File: src/rtl/store_align_if.sv
// ---------------------------------------------------------------------------
// store_align_if
//
// Purpose : bundles the store-request handshake (MEM stage side) and the
//           data-memory write port of store_align_unit into one interface.
//
// Signals :
//   st_valid   store request from the MEM stage
//   st_ready   unit can accept a request this cycle
//   st_addr    byte address of the store                 [ADDR_W]
//   st_data    register value (low byte/half for narrow) [32]
//   st_size    00 byte, 01 half, 10 word, 11 reserved    [2]
//   mem_req    data-memory write request
//   mem_addr   word-aligned write address                [ADDR_W]
//   mem_wdata  lane-replicated write data                [32]
//   mem_be     byte enables, bit i -> lane i             [4]
//   mem_ack    memory accepted the write this cycle
//   fault      one-cycle pulse on a rejected request
//   store_cnt  count of completed memory writes          [16]
//
// Modports:
//   slave  - the store_align_unit view
//   master - the environment view (pipeline + memory)
// ---------------------------------------------------------------------------
interface store_align_if #(
    parameter int ADDR_W = 32
);
    logic              st_valid;
    logic              st_ready;
    logic [ADDR_W-1:0] st_addr;
    logic [31:0]       st_data;
    logic [1:0]        st_size;

    logic              mem_req;
    logic [ADDR_W-1:0] mem_addr;
    logic [31:0]       mem_wdata;
    logic [3:0]        mem_be;
    logic              mem_ack;

    logic              fault;
    logic [15:0]       store_cnt;

    modport slave (
        input  st_valid, st_addr, st_data, st_size, mem_ack,
        output st_ready, mem_req, mem_addr, mem_wdata, mem_be, fault, store_cnt
    );

    modport master (
        output st_valid, st_addr, st_data, st_size, mem_ack,
        input  st_ready, mem_req, mem_addr, mem_wdata, mem_be, fault, store_cnt
    );
endinterface : store_align_if

File: src/rtl/store_align_unit.sv
// ---------------------------------------------------------------------------
// store_align_unit
//
// Purpose : takes a byte/half/word store from the MEM stage, aligns it to a
//           32-bit word write (lane-replicated data plus byte enables) and
//           issues it to data memory, holding the write until mem_ack.
//           A two-state FSM (IDLE, ISSUE) gives at least 2 cycles per store.
//
// Ports   :
//   clk    single clock, rising edge
//   rst_n  asynchronous active-low reset
//   bus    store_align_if.slave (request handshake, memory write port,
//          fault pulse and completed-write counter)
//
// Configuration:
//   STORE_MISALIGN_TRAP_EN  when defined, misaligned half/word stores are
//                           rejected like the reserved size (fault pulse, no
//                           write, no count). When undefined, the offending
//                           low address bits are ignored and the write goes
//                           ahead normally.
// ---------------------------------------------------------------------------
module store_align_unit #(
    parameter int ADDR_W = 32
) (
    input  logic           clk,
    input  logic           rst_n,
    store_align_if.slave   bus
);

    // FSM encoding
    localparam logic [0:0] S_IDLE  = 1'b0;
    localparam logic [0:0] S_ISSUE = 1'b1;

    localparam logic [1:0] SZ_BYTE = 2'b00;
    localparam logic [1:0] SZ_HALF = 2'b01;
    localparam logic [1:0] SZ_WORD = 2'b10;

    // -----------------------------------------------------------------------
    // State
    // -----------------------------------------------------------------------
    logic [0:0]        state_q,     state_d;
    logic [ADDR_W-1:0] addr_q,      addr_d;
    logic [31:0]       wdata_q,     wdata_d;
    logic [3:0]        be_q,        be_d;
    logic              fault_q,     fault_d;
    logic [15:0]       store_cnt_q, store_cnt_d;

    // -----------------------------------------------------------------------
    // Request decode
    // -----------------------------------------------------------------------
    logic [1:0]  addr_lo;
    logic [31:0] lane_wdata;
    logic [3:0]  lane_be;
    logic        size_reserved;
    logic        misaligned;
    logic        reject;
    logic        st_ready;
    logic        accept;

    assign addr_lo = bus.st_addr[1:0];

    // NOTE: every signal assigned in an always_comb gets a default first, so
    // no path leaves it unassigned and no latch is inferred.
    always_comb begin
        lane_wdata    = '0;
        lane_be       = '0;
        size_reserved = 1'b0;
        unique case (bus.st_size)
            SZ_BYTE: begin
                lane_wdata = {4{bus.st_data[7:0]}};
                lane_be    = 4'b0001 << addr_lo;
            end
            SZ_HALF: begin
                // Only addr[1] picks the half; addr[0] is either trapped
                // below or deliberately ignored.
                lane_wdata = {2{bus.st_data[15:0]}};
                lane_be    = addr_lo[1] ? 4'b1100 : 4'b0011;
            end
            SZ_WORD: begin
                lane_wdata = bus.st_data;
                lane_be    = 4'b1111;
            end
            default: begin
                size_reserved = 1'b1;
            end
        endcase
    end

`ifdef STORE_MISALIGN_TRAP_EN
    assign misaligned = ((bus.st_size == SZ_HALF) && addr_lo[0]) ||
                        ((bus.st_size == SZ_WORD) && (addr_lo != 2'b00));
`else
    assign misaligned = 1'b0;
`endif

    assign reject = size_reserved || misaligned;

    // Gated with rst_n so the handshake drops the moment reset asserts and
    // is available for the first edge after release.
    assign st_ready = (state_q == S_IDLE) && rst_n;
    assign accept   = bus.st_valid && st_ready;

    // -----------------------------------------------------------------------
    // Next-state logic
    // -----------------------------------------------------------------------
    always_comb begin
        state_d     = state_q;
        addr_d      = addr_q;
        wdata_d     = wdata_q;
        be_d        = be_q;
        fault_d     = 1'b0;
        store_cnt_d = store_cnt_q;

        unique case (state_q)
            S_IDLE: begin
                // mem_ack is don't-care here
                if (accept) begin
                    if (reject) begin
                        // Accepted but dropped: flag it, stay in IDLE.
                        fault_d = 1'b1;
                    end else begin
                        state_d = S_ISSUE;
                        addr_d  = {bus.st_addr[ADDR_W-1:2], 2'b00};
                        wdata_d = lane_wdata;
                        be_d    = lane_be;
                    end
                end
            end
            S_ISSUE: begin
                // st_valid is don't-care here; fields stay frozen until ack.
                if (bus.mem_ack) begin
                    state_d     = S_IDLE;
                    store_cnt_d = store_cnt_q + 16'd1;  // wraps at 0xFFFF
                end
            end
            default: begin
                state_d = S_IDLE;
            end
        endcase
    end

    // -----------------------------------------------------------------------
    // Registers
    // -----------------------------------------------------------------------
    // NOTE: sequential state uses non-blocking assignments so every register
    // samples pre-edge values; the async reset clears all of it, which also
    // abandons (and never counts) a write that is in flight.
    always_ff @(posedge clk or negedge rst_n) begin
        if (!rst_n) begin
            state_q     <= S_IDLE;
            addr_q      <= '0;
            wdata_q     <= '0;
            be_q        <= '0;
            fault_q     <= 1'b0;
            store_cnt_q <= '0;
        end else begin
            state_q     <= state_d;
            addr_q      <= addr_d;
            wdata_q     <= wdata_d;
            be_q        <= be_d;
            fault_q     <= fault_d;
            store_cnt_q <= store_cnt_d;
        end
    end

    // -----------------------------------------------------------------------
    // Outputs
    // -----------------------------------------------------------------------
    logic mem_req;

    assign mem_req = (state_q == S_ISSUE);

    // Bus is driven to zero outside ISSUE so memory never sees stale lanes.
    assign bus.st_ready  = st_ready;
    assign bus.mem_req   = mem_req;
    assign bus.mem_addr  = mem_req ? addr_q  : '0;
    assign bus.mem_wdata = mem_req ? wdata_q : '0;
    assign bus.mem_be    = mem_req ? be_q    : '0;
    assign bus.fault     = fault_q;
    assign bus.store_cnt = store_cnt_q;

endmodule : store_align_unit

File: src/flat_wrapper.sv
// flat-port wrapper written by rule: the top's interface ports become plain ports
module store_align_unit_flat 
#(
    parameter int ADDR_W = 32
)
  (clk, rst_n, bus_st_valid, bus_st_addr, bus_st_data, bus_st_size, bus_mem_ack, bus_st_ready, bus_mem_req, bus_mem_addr, bus_mem_wdata, bus_mem_be, bus_fault, bus_store_cnt);
  store_align_if #(.ADDR_W(ADDR_W)) bus_i ();
  input  logic clk;
  input  logic rst_n;
  input wire logic [$bits(bus_i.st_valid)-1:0] bus_st_valid;
  input wire logic [$bits(bus_i.st_addr)-1:0] bus_st_addr;
  input wire logic [$bits(bus_i.st_data)-1:0] bus_st_data;
  input wire logic [$bits(bus_i.st_size)-1:0] bus_st_size;
  input wire logic [$bits(bus_i.mem_ack)-1:0] bus_mem_ack;
  output wire logic [$bits(bus_i.st_ready)-1:0] bus_st_ready;
  output wire logic [$bits(bus_i.mem_req)-1:0] bus_mem_req;
  output wire logic [$bits(bus_i.mem_addr)-1:0] bus_mem_addr;
  output wire logic [$bits(bus_i.mem_wdata)-1:0] bus_mem_wdata;
  output wire logic [$bits(bus_i.mem_be)-1:0] bus_mem_be;
  output wire logic [$bits(bus_i.fault)-1:0] bus_fault;
  output wire logic [$bits(bus_i.store_cnt)-1:0] bus_store_cnt;
  assign bus_i.st_valid = bus_st_valid;
  assign bus_i.st_addr = bus_st_addr;
  assign bus_i.st_data = bus_st_data;
  assign bus_i.st_size = bus_st_size;
  assign bus_i.mem_ack = bus_mem_ack;
  assign bus_st_ready = bus_i.st_ready;
  assign bus_mem_req = bus_i.mem_req;
  assign bus_mem_addr = bus_i.mem_addr;
  assign bus_mem_wdata = bus_i.mem_wdata;
  assign bus_mem_be = bus_i.mem_be;
  assign bus_fault = bus_i.fault;
  assign bus_store_cnt = bus_i.store_cnt;
  store_align_unit #(.ADDR_W(ADDR_W)) u_core (.clk(clk), .rst_n(rst_n), .bus(bus_i));
endmodule
File: config.mk
export PLATFORM = sky130hd
export DESIGN_NAME = store_align_unit_flat
export DESIGN_NICKNAME = d
export VERILOG_FILES = /design/src/rtl/store_align_if.sv /design/src/rtl/store_align_unit.sv /design/src/flat_wrapper.sv
export SDC_FILE = /design/constraint.sdc
export NUM_CORES = 1
export LEC_CHECK = 0
export ABC_CLOCK_PERIOD_IN_PS = 1810
export BUFFER_PORTS_ARGS = -buffer_cell sky130_fd_sc_hd__buf_2
export CAP_MARGIN = 5
export CORE_MARGIN = 4
export CORE_UTILIZATION = 35
export CTS_CLUSTER_SIZE = 30
export DETAILED_ROUTE_END_ITERATION = 6
export HOLD_SLACK_MARGIN = 0.12
export PLACE_DENSITY = 0.71
export SLEW_MARGIN = 30
export SYNTH_ARGS = -nofsm -noshare
export SYNTH_HDL_FRONTEND = slang
export SYNTH_SLANG_ARGS = --single-unit
File: constraint.sdc
create_clock -name clk -period 1.81 [get_ports clk]
set_input_delay 0.181 -clock clk [delete_from_list [all_inputs] [get_ports clk]]
set_output_delay 0.181 -clock clk [all_outputs]
set_load 0.1 [all_outputs]
==> Implementation_results.wiki <==
{| class="wikitable"
! Metric !! Value
|-
| Result of the run || complete, no violations
|-
| Global-route wire length before repair || 21.5 mm
|-
| First DRT Iteration DRCs || 278
|-
| Synth Cell Area || 0.00431 sq mm
|-
| Final Critical Period || 1.71 ns
|-
| Number of nets in the layout || 729
|-
| Final cell count without fillers || 810
|-
| Cell with the largest stage delay on the worst path || dfrtp_4
|-
| Routed vias || 4076
|-
| Worst setup skew after layout || 0.00981 ns
|-
| Critical path startpoint category || flop
|-
| Vias per cell || 5.03
|-
| Number of instances in the synthesized netlist || 479
|-
| Synth Register Bits || 84
|-
| Synthesis-to-layout area growth || 63.9%
|-
| Worst setup path startpoint || u_core.bus.mem_req
|-
| Share of the synthesized area in the top cell type || 48.8%
|-
| Worst flop-to-flop path endpoint || u_core.wdata_q[30]
|-
| Maximum net fanout on the critical path || 38
|-
| Core area || 0.0120 sq mm
|-
| Reg2Reg Launch Point || u_core.bus.mem_req
|-
| Congestion Overflow GR || 0
|-
| Starting Density || 35.8%
|-
| Path type of the worst setup path || reg -> out
|-
| Depth of the worst register-to-register path || 4
|-
| Fraction of final layout cells sized beyond drive strength 1 || 41.5%
|-
| Vias in the first global route || 4223
|-
| Count of max-cap constraint violations || 0
|-
| IO Port Bufs || 154
|-
| Setup crit end kind || output pin
|-
| RePlAce Congestion || 0.832
|-
| Number of inserted diodes || 0
|-
| Fin. max-slew vios || 0
|-
| Die area || 0.0141 sq mm
|-
| Largest net degree at the start of global routing || 58
|-
| Post-DP HPWL || 9.02 mm
|-
| Die Ht || 119 um
|-
| Hold Crit Start || bus_st_data[3]
|-
| Fillers || 943
|-
| Final setup violating endpoints || 0
|-
| Overall Power || 8030 uW
|-
| GRT Resource Usage Total || 18.6%
|-
| Drt total wl || 13.0 mm
|-
| Ordered cell list for the critical path || buf_4 > and2_2 > buf_12
|-
| Row count || 40
|-
| I/O pin count || 157
|-
| Clock tree root driver cell || clkbuf_16
|-
| WP data required || 1.63 ns
|-
| Warnings, synthesis || 0
|-
| Final sum of negative setup slack || 0 ns
|-
| CTS H-Tree Depth || 3
|-
| Clock Latency Late Sink || 0.33 ns
|-
| Drc violations || 0
|-
| Hold violation total from the final report || 0
|-
| Yosys top cell by area || dfrtp_1
|-
| Crit share post-route || 94.4%
|-
| Max Clk Rate || 0.585 GHz
|-
| IR Drop Worst-Case VDD || 0.000560 V
|-
| First drt pass iteration count || 4
|-
| Worst-path clk slew || 0.06 ns
|-
| Power per standard cell area || 1140 mW/mm^2
|-
| Relative slew slack || 53.4%
|-
| Hold Path Stages || 3
|-
| Reg-to-reg setup timing slack || 0.13 ns
|-
| Count of placed standard cells including taps || 758
|-
| TritonCTS clock tree || yes
|-
| Final core utilization || 58.7%
|-
| Routed WL per cell || 16.0 um
|-
| Horiz. Die Dim || 119 um
|-
| Class of the tightest hold or removal check || in -> reg
|-
| Worst hold margin || 0.136 ns
|-
| Synthesized area divided by synthesized cell count || 8.99 sq um
|-
| Data arrival time of the critical path || 1.53 ns
|-
| Initial antenna violation count || 0
|-
| Number of nets still failing antenna checks after routing || 0
|-
| Worst Tran Pin Value || 0.699 ns
|-
| Clk sink count || 84
|-
| Main area contributors after synthesis || dfrtp_1 (49%), and2_1 (11%), nand2_1 (11%), or3_1 (3.5%), a211oi_2 (3.2%)
|-
| Clock buffer count from CTS || 9
|-
| Unrepaired setup endpoints after global routing || no
|-
| Hold Path End || u_core.wdata_q[3]
|-
| Static leakage || 0.00330 uW
|-
| Worst-case clock buffer depth || 2
|-
| Number of unique standard cell types used by synthesis || 35
|-
| Sequential area share after synthesis || 48.8%
|-
| CP peak stage delay || 0.43 ns
|}
## through the flow
step,setup slack [ns],cell area (sq um)
after CTS,0.0664,7050
after floorplan,-0.147,4440
final,0.101,7060
after detailed placement,0.124,6330
after global routing,0.0151,7060
after global placement,0.195,6330
## layout make-up
cell class	count	area, sq um	share of cell area, %
repair buffers	202	2290	32.4
flip-flops and latches	84	2120	30.0
multi-input cells	358	2110	29.8
clock buffers	11	243	3.44
well taps	147	184	2.61
clock inverters	5	108	1.53
inverters	3	11.3	0.160
## state kept, by name, summed over array words and instances, names as in the netlist
signal	count
u_core.wdata_q	32
u_core.bus.mem_req	1
u_core.addr_q	30
u_core.bus.store_cnt	16
u_core.be_q	4
u_core.bus.fault	1
## worst max-delay path: cells and delay by family, from the launching register on
family | cells | cell delay, ns
DFF | 1 | 0.43
buffers and inverters | 2 | 0.51
and+or+nand+nor | 1 | 0.26
## where the power goes
part | internal (uW) | leakage, uW | switching [uW]
clock | 1390 | 0.000170 | 730
sequential | 2280 | 0.00103 | 281
combinational | 1140 | 0.00210 | 2210
total | 4810 | 0.00330 | 3220
## layer usage
metal | routed length [um] | share of wire (%) | up-vias | track usage, %
met2 | 6640 | 51 | 183 | 32.8
met3 | 914 | 7.0 | 17 | 4.70
met4 | 178 | 1.4 | 0 | 4.85
met1 | 5250 | 40 | 1944 | 22.5
li1 | - | - | 1932 | -
met5 | 0 | 0 | - | 0
## cells by family (layout without fill, tap and decap cells)
group / Yosys count / in the layout / synth area share (%)
adders and majority gates: 1 / 1 / 0.291
DFF: 84 / 84 / 48.8
muxes: 1 / 1 / 0.262
other: 1 / 2 / 0.0871
AOI/OAI and AO/OA: 74 / 74 / 11.9
xor gates and xnor gates: 15 / 15 / 3.05
and+or+nand+nor: 265 / 265 / 30.5
buffers and inverters: 38 / 221 / 5.06
## repair_timing
action,in CTS,in global routing
buffers inserted,0,0
setup endpoints to repair,0,4
endpoints found under the hold margin,119,0
resized for setup,0,2
hold buffers,36,0
## cells in the final DEF (no fill, tap or decap), types with 11 or more instances in the layout
master | Yosys | layout
dlygate4sd3_1 | 0 | 36
and2_2 | 0 | 46
buf_12 | 0 | 71
a211oi_2 | 11 | 11
a211oi_1 | 13 | 13
o21ai_0 | 23 | 23
a21oi_1 | 12 | 12
and2_4 | 0 | 20
nor2_1 | 25 | 25
dfrtp_1 | 84 | 73
buf_2 | 5 | 85
nand2_1 | 121 | 121
or3_1 | 24 | 24
## synthesized netlist by cell type (all sizes together)
| library cell | instances |
|---|---|
| clkbuf | 18 |
| nor2b | 3 |
| o22ai | 8 |
| mux2 | 1 |
| xor2 | 5 |
| or3 | 24 |
| nor2 | 25 |
| conb | 1 |
| buf | 17 |
| and3 | 2 |
| dfrtp | 84 |
| o21ai | 27 |
| nand3 | 6 |
| and3b | 1 |
| xnor2 | 10 |
| inv | 3 |
| nand4 | 3 |
| nand3b | 1 |
| and4 | 2 |
| and2 | 73 |
| nor3 | 1 |
| a21oi | 13 |
| o22a | 2 |
| a211oi | 24 |
| nand2b | 3 |
| ha | 1 |
| nand2 | 121 |
## worst max path at each step
stage / slack, ns / depth (start not counted) / endpoint
finish: 0.10 / 3 / bus_mem_wdata[21]
global route: 0.02 / 4 / u_core.wdata_q[25]
CTS: 0.07 / 5 / u_core.bus.store_cnt[11]
detailed placement: 0.12 / 5 / u_core.bus.store_cnt[11]
global placement: 0.20 / 5 / u_core.bus.store_cnt[11]
floorplan: -0.15 / 3 / bus_st_ready
(Power assumes the default switching activity.)
